**src/rtl/vga_output_stage.sv**
```systemverilog
// vga_output_stage: final pixel path of the VGA display.
// Composites LAYERS sprite layers over a background tile with fixed priority
// (layer 0 highest), delays the result PIPE_STAGES cycles together with the
// display enable, and blanks the colour outputs outside active video.
// Optional fade engine (brightness FSM and per-channel multiply) is compiled
// in only when the macro VGA_FADE_EN is defined; otherwise brightness is
// fixed at full scale and the fade inputs are ignored.
// frame_count counts frame_start pulses in every build.

module vga_output_stage #(
    parameter int COLOR_BITS       = 4,
    parameter int LAYERS           = 3,
    parameter int PIPE_STAGES      = 2,
    parameter int FADE_STEP_FRAMES = 4
) (
    input  logic                             vga_clock,
    input  logic                             reset,
    input  logic [LAYERS*3*COLOR_BITS-1:0]   layer_rgb,
    input  logic [LAYERS-1:0]                layer_opaque,
    input  logic [3*COLOR_BITS-1:0]          bg_rgb,
    input  logic                             display_enable,
    input  logic                             frame_start,
    input  logic                             fade_req,
    input  logic                             fade_dir,
    output logic [COLOR_BITS-1:0]            vga_red,
    output logic [COLOR_BITS-1:0]            vga_green,
    output logic [COLOR_BITS-1:0]            vga_blue,
    output logic                             pixel_valid,
    output logic                             fade_busy,
    output logic [15:0]                      frame_count
);

    localparam int PIX_W = 3 * COLOR_BITS;
    // Registers ahead of the output stage: stage 1 plus the pure delay stages.
    localparam int DLY   = PIPE_STAGES - 1;

    logic [PIX_W-1:0] comp_s;
    logic [PIX_W-1:0] pix_r [0:DLY-1];
    logic [DLY-1:0]   en_r;
    logic [PIX_W-1:0] last_pix_s;
    logic             last_en_s;

    // Fixed-priority composite: walk from the lowest-priority layer upward so
    // the lowest-indexed opaque layer is the last one to overwrite the colour.
    always_comb begin
        comp_s = bg_rgb;
        for (int i = LAYERS - 1; i >= 0; i--) begin
            comp_s = layer_opaque[i] ? layer_rgb[i*PIX_W +: PIX_W] : comp_s;
        end
    end

    // Stage 1 capture of the composited colour and enable, followed by the delay chain.
    always_ff @(posedge vga_clock or negedge reset) begin
        if (!reset) begin
            for (int i = 0; i < DLY; i++) begin
                pix_r[i] <= {PIX_W{1'b0}};
                en_r[i]  <= 1'b0;
            end
        end else begin
            pix_r[0] <= comp_s;
            en_r[0]  <= display_enable;
            for (int i = 1; i < DLY; i++) begin
                pix_r[i] <= pix_r[i-1];
                en_r[i]  <= en_r[i-1];
            end
        end
    end

    assign last_pix_s = pix_r[DLY-1];
    assign last_en_s  = en_r[DLY-1];

`ifdef VGA_FADE_EN

    typedef enum logic [1:0] {
        ST_IDLE     = 2'd0,
        ST_FADE_IN  = 2'd1,
        ST_FADE_OUT = 2'd2
    } fade_state_t;

    localparam int                STEP_W    = (FADE_STEP_FRAMES > 1) ? $clog2(FADE_STEP_FRAMES) : 1;
    localparam logic [STEP_W-1:0] STEP_LAST = STEP_W'(FADE_STEP_FRAMES - 1);
    localparam logic [STEP_W-1:0] STEP_ONE  = STEP_W'(32'd1);
    localparam logic [STEP_W-1:0] STEP_ZERO = {STEP_W{1'b0}};

    fade_state_t       state_r;
    logic [4:0]        bright_r;
    logic [STEP_W-1:0] step_cnt_r;
    logic              fade_busy_r;

    // out = (c * B) >> 4 with B in 0..16; B = 16 is an exact pass-through.
    function automatic logic [COLOR_BITS-1:0] scale_ch(input logic [COLOR_BITS-1:0] c,
                                                        input logic [4:0]            b);
        return COLOR_BITS'(({5'd0, c} * {{COLOR_BITS{1'b0}}, b}) >> 3'd4);
    endfunction

    // Fade FSM: a request always wins over a coincident frame_start and restarts
    // the step counter; brightness only moves on frame_start so it never changes mid-frame.
    always_ff @(posedge vga_clock or negedge reset) begin
        if (!reset) begin
            state_r     <= ST_IDLE;
            bright_r    <= 5'd16;
            step_cnt_r  <= STEP_ZERO;
            fade_busy_r <= 1'b0;
        end else if (fade_req) begin
            step_cnt_r <= STEP_ZERO;
            if (fade_dir) begin
                if (bright_r < 5'd16) begin
                    state_r     <= ST_FADE_IN;
                    fade_busy_r <= 1'b1;
                end else begin
                    state_r     <= ST_IDLE;
                    fade_busy_r <= 1'b0;
                end
            end else begin
                if (bright_r > 5'd0) begin
                    state_r     <= ST_FADE_OUT;
                    fade_busy_r <= 1'b1;
                end else begin
                    state_r     <= ST_IDLE;
                    fade_busy_r <= 1'b0;
                end
            end
        end else if (frame_start) begin
            case (state_r)
                ST_IDLE: begin
                    step_cnt_r <= STEP_ZERO;
                end
                ST_FADE_IN: begin
                    if (step_cnt_r == STEP_LAST) begin
                        step_cnt_r <= STEP_ZERO;
                        bright_r   <= bright_r + 5'd1;
                        if (bright_r == 5'd15) begin
                            state_r     <= ST_IDLE;
                            fade_busy_r <= 1'b0;
                        end else begin
                            state_r     <= ST_FADE_IN;
                            fade_busy_r <= 1'b1;
                        end
                    end else begin
                        step_cnt_r <= step_cnt_r + STEP_ONE;
                    end
                end
                ST_FADE_OUT: begin
                    if (step_cnt_r == STEP_LAST) begin
                        step_cnt_r <= STEP_ZERO;
                        bright_r   <= bright_r - 5'd1;
                        if (bright_r == 5'd1) begin
                            state_r     <= ST_IDLE;
                            fade_busy_r <= 1'b0;
                        end else begin
                            state_r     <= ST_FADE_OUT;
                            fade_busy_r <= 1'b1;
                        end
                    end else begin
                        step_cnt_r <= step_cnt_r + STEP_ONE;
                    end
                end
                default: begin
                    state_r     <= ST_IDLE;
                    step_cnt_r  <= STEP_ZERO;
                    fade_busy_r <= 1'b0;
                end
            endcase
        end
    end

    assign fade_busy = fade_busy_r;

    // Output stage: brightness scaling and blanking on the delayed enable.
    always_ff @(posedge vga_clock or negedge reset) begin
        if (!reset) begin
            vga_red     <= {COLOR_BITS{1'b0}};
            vga_green   <= {COLOR_BITS{1'b0}};
            vga_blue    <= {COLOR_BITS{1'b0}};
            pixel_valid <= 1'b0;
        end else begin
            pixel_valid <= last_en_s;
            if (last_en_s) begin
                vga_red   <= scale_ch(last_pix_s[PIX_W-1 -: COLOR_BITS], bright_r);
                vga_green <= scale_ch(last_pix_s[2*COLOR_BITS-1 -: COLOR_BITS], bright_r);
                vga_blue  <= scale_ch(last_pix_s[COLOR_BITS-1:0], bright_r);
            end else begin
                vga_red   <= {COLOR_BITS{1'b0}};
                vga_green <= {COLOR_BITS{1'b0}};
                vga_blue  <= {COLOR_BITS{1'b0}};
            end
        end
    end

`else

    // Fade engine absent: brightness is permanently full scale.
    logic unused_fade_s;
    assign unused_fade_s = fade_req ^ fade_dir;
    assign fade_busy     = 1'b0;

    // Output stage: blanking on the delayed enable, colour passed unchanged.
    always_ff @(posedge vga_clock or negedge reset) begin
        if (!reset) begin
            vga_red     <= {COLOR_BITS{1'b0}};
            vga_green   <= {COLOR_BITS{1'b0}};
            vga_blue    <= {COLOR_BITS{1'b0}};
            pixel_valid <= 1'b0;
        end else begin
            pixel_valid <= last_en_s;
            if (last_en_s) begin
                vga_red   <= last_pix_s[PIX_W-1 -: COLOR_BITS];
                vga_green <= last_pix_s[2*COLOR_BITS-1 -: COLOR_BITS];
                vga_blue  <= last_pix_s[COLOR_BITS-1:0];
            end else begin
                vga_red   <= {COLOR_BITS{1'b0}};
                vga_green <= {COLOR_BITS{1'b0}};
                vga_blue  <= {COLOR_BITS{1'b0}};
            end
        end
    end

`endif

    // Free-running frame counter, wraps 0xFFFF -> 0.
    always_ff @(posedge vga_clock or negedge reset) begin
        if (!reset) begin
            frame_count <= 16'd0;
        end else if (frame_start) begin
            frame_count <= frame_count + 16'd1;
        end
    end

endmodule

```
**config.mk**
```make
export PLATFORM = sky130hd
export DESIGN_NAME = vga_output_stage
export DESIGN_NICKNAME = d
export VERILOG_FILES = /design/src/rtl/vga_output_stage.sv
export SDC_FILE = /design/constraint.sdc
export NUM_CORES = 1
export LEC_CHECK = 0
export CAP_MARGIN = 20
export CORE_AREA = 2 2 93 59
export DETAILED_ROUTE_END_ITERATION = 10
export DIE_AREA = 0 0 95 61
export PLACE_DENSITY = 0.8
export SYNTH_ARGS = -nofsm -noshare
export SYNTH_HDL_FRONTEND = slang
export SYNTH_SLANG_ARGS = --single-unit
```
**constraint.sdc**
```tcl
create_clock -name vga_clock -period 2 [get_ports vga_clock]
set_input_delay 0.3 -clock vga_clock [delete_from_list [all_inputs] [get_ports vga_clock]]
set_output_delay 0.3 -clock vga_clock [all_outputs]
set_load 0.05 [all_outputs]
```
# --- Word-level counts from Yosys, hierarchy flattened ---
# Index checks and enable logic that the tools add are counted.
totals:
  ff_bits: 42
  in_bits: 57
  output_inout_bits: 30
  wordCells: 14
op_classes:
  add_sub_neg: 1
  muxes: 6
ops:
  columns: ["operator", "n"]
  rows:
  - ["12-bit two-way mux", 3]
  - ["16-bit by 1-bit adder with 16-bit output (second input constant)", 1]
  - ["4-bit two-way mux", 3]

# --- Logic depth before layout (Yosys ltp) ---
logic_depth:
  depth_word: 3
  mapped_depth: 4
  mapped_depth_nobuf: 4

# --- Least setup slack after synthesis ---
# No wires, ideal clock.
synth_timing:
  path_kind: "register to register"
  from: "reg frame_count[0]"
  to: "reg frame_count[6]"
  setup_time_ns: 0.146
  arrival_ns: 1.544
  required_ns: 1.854
  slack_ns: 0.310
  path_stages_with_launch: 5
  n_path_buf: 0
  synth_period_minus_slack_ns: 1.690
  cell_sequence: "dfrtp_1 -> ha_1 -> inv_1 -> or3_1 -> xnor2_1"
synth_via:
  elab_chain_len: 1
synth_lines:
  columns: ["element", "line", "rtl"]
  rows:
  - ["start: declaration", "30", "output logic [15:0] frame_count"]
  - ["start signal: assignment", "225", "frame_count <= frame_count + 16'd1;"]
  - ["16-bit by 1-bit adder with 16-bit output", "225", null]
# No other way between the ends.
# A chain may end at the register's enable or synchronous reset.

# --- Final worst setup path ---
layout_timing:
  from: "reg frame_count[9]"
  to: "out frame_count[9]"
# No word-level cell between the ends.

==> summary.md <==
| Metric | Value |
|---|---|
| Max incr delay on CP | 0.85 ns |
| Worst R2R Start | frame_count[0] |
| Final hold violations | 0 |
| Maximum buffer depth of the clock tree | 2 |
| Placement Cell Area | 2808 µm² |
| Initial antenna violation count | 0 |
| Drt first pass iters | 3 |
| # DRC | 0 |
| Total track usage | 0.1501 |
| Clock latency at the later pin of the worst-skew pair | 0.29 ns |
| Grt ovf | 0 |
| First-pass GRT wire length | 6437 µm |
| Total Nets Final | 301 |
| Pin slew with the least headroom to its limit | 0.6181 ns |
| Worst-path cell chain | clkdlybuf4s50_1 |
| Vias in the first global route | 1325 |
| Cts bufs inserted | 5 |
| Top_reg_cell synth | dfrtp_1 |
| Pwr dens | 848.6 nW/µm² |
| Critical path type | reg2out |
| Post-route antenna net violation count | 0 |
| Post-synth top area share | 0.5526 |
| Async set or reset register ratio after synthesis | 1.000 |
| Synthesized flop and latch total | 42 |
| Area leader, netlist | dfrtp_1 |
| Synth unique cells | 23 |
| CTS tree | built |
| Register area share after synthesis | 0.5526 |
| Num ports | 87 |
| Hold Crit Class | in2async |
| Wire length per cell | 12.73 µm |
| Final GP Congestion | 0.7709 |
| WP data required | 1.70 ns |
| Post-synth top cells | dfrtp_1 (42), nand2_1 (17), mux2_2 (13) |
| VDD IR max | 0.3868 mV |
| FF-to-FF path depth | 4 |
| Crit path time final | 1.933 ns |
| Area of the core | 4930 µm² |
| Post-synthesis cell count | 155 |
| Post-route cell area | 2887 µm² |
| Final period utilization | 0.9665 |
| Final Skew | 0.004340 ns |
| Die ar. | 5795 µm² |
| Chip Width | 95 µm |
| Sum of negative setup slack | 0 ns |
| Synth Cell Area | 1902 µm² |
| Outcome | finished, final reports clean |
| Filler Cell Count | 406 |
| Resized cells post-CTS | 0 |
| Multi-input logic area | 799.5 µm² |
| Initial core utilization | 0.3858 |
| Leakage power | 1.295 nW |
| Final-report max-slew violation count | 0 |
| Max-cap viol count | 0 |
| CP Capture Type | output port |
| R2R Setup Slk | 0.55 ns |
| Most frequent cell after synthesis | dfrtp_1 |
| Initial DRC Count | 27 |
| Mean post-synth cell area | 12.27 µm² |
| Die height | 61 µm |
| Site Rows | 20 |
| Clock sinks | 42 |
| Mapped Nets | 213 |
| Post-CTS Setup Bufs | 0 |
| Setup violations, final | 0 |
| Hpwl dp | 3104 µm |
| Maximum clock frequency | 517.3 MHz |
| Root Driver | clkbuf_8 |
| Slowest cell on the critical path | clkdlybuf4s50_1 |
| N_diodes | 0 |
| Fraction of layout cells with a size suffix above 1 | 0.1276 |
| RSZ-0062 raised after global routing | false |
| Slew HR | 0.5866 |
| CP max FO | 7 |
| Worst EP arrival | 1.63 ns |
| Reg2Reg Capture Point | frame_count[6] |
| CP top delay family | buffers and inverters |
| Post-synth EDFFs | 0 |
| Clock slew seen by the registers of the worst setup and hold paths | 0.07 ns |
| Htree depth | 2 |
| I/O Buffers | 83 |
| Ys Warns | 0 |
| Largest net degree at the start of global routing | 43 |
| Detailed-route wire length | 3934 µm |
| Hold WS | 0.06047 ns |
| Register area | 1051 µm² |
| Startpoint types | flip-flop |
| Post-CTS Hold Fix Bufs | 0 |
| Finished Core Util | 0.5855 |
| Area Overhead vs Synth | 51.78% |
| Top post-synthesis cells by area | dfrtp_1 (55%), mux2_2 (7.7%), mux2i_1 (6.3%) |
| Total Power | 0.002450 W |
| Vias | 1389 |
| Routed vias/inst | 4.495 |
| WP buf/inv | 1 |
power breakdown:
part           switching (W)  internal, W
clock network       0.000251     0.000240
logic               0.000523     0.000357
registers           0.000121     0.000958
total               0.000895      0.00155
per-stage QoR:
| stage | setup slack, ns | std cells |
|---|---|---|
| after floorplan | 0.3103 | 155 |
| after global placement | 0.2695 | 302 |
| after detailed placement | 0.2457 | 302 |
| after CTS | 0.04456 | 309 |
| after global routing | 0.03741 | 309 |
| final | 0.06699 | 309 |
registers in the layout (all words and copies together), names as in the netlist:
name / flops
frame_count: 16
last_pix_s: 12
vga_blue: 4
vga_green: 4
vga_red: 4
en_r: 1
pixel_valid: 1
final cells by class:
cell class                 instances  area share
multi-input combinational        103      0.2770
tap                               66     0.02861
sequential                        42      0.3641
timing repair buffer              88      0.3000
inverter                           3    0.003901
clock buffer                       7     0.02644
placed cells by master (no fill, tap or decap), drive strengths merged:
cell type	count
or3	1
xnor2	5
clkbuf	7
dfrtp	42
ha	1
nor2	1
nand2	17
clkdlybuf4s50	81
mux2	13
xor2	10
buf	6
and2	12
nor3	3
mux2i	12
nand4	7
conb	1
nor4	6
nand3	2
dlymetal6s2s	1
o21ai	12
inv	3
worst max path at each step:
stage               cells after the start             from             end
floorplan                               4   frame_count[0]  frame_count[6]
global placement                        5  layer_opaque[2]   last_pix_s[2]
detailed placement                      5  layer_opaque[2]   last_pix_s[7]
CTS                                     1   frame_count[5]  frame_count[5]
global route                            1   frame_count[6]  frame_count[6]
finish                                  1   frame_count[9]  frame_count[9]
metal layers:
metal	global-route usage	vias up	routed length (µm)
met1	0.2080	625	1862
met2	0.2128	59	1641
met5	0	-	0
li1	-	699	-
met3	0.05590	6	349
met4	0.06418	0	81
kinds of logic (layout without fill, tap and decap cells):
group,after synthesis,count (layout),share of synthesized area
adder cells (fa/ha/maj),1,1,0.006578
multiplexers,25,25,0.1401
AO/OA/AOI/OAI,12,12,0.03158
flip-flops,42,42,0.5526
buffers and inverters,10,98,0.02697
other,1,1,0.001972
XOR/XNOR,15,15,0.06908
AND/OR/NAND/NOR,49,49,0.1711
Power figures use the tool's default switching activity.
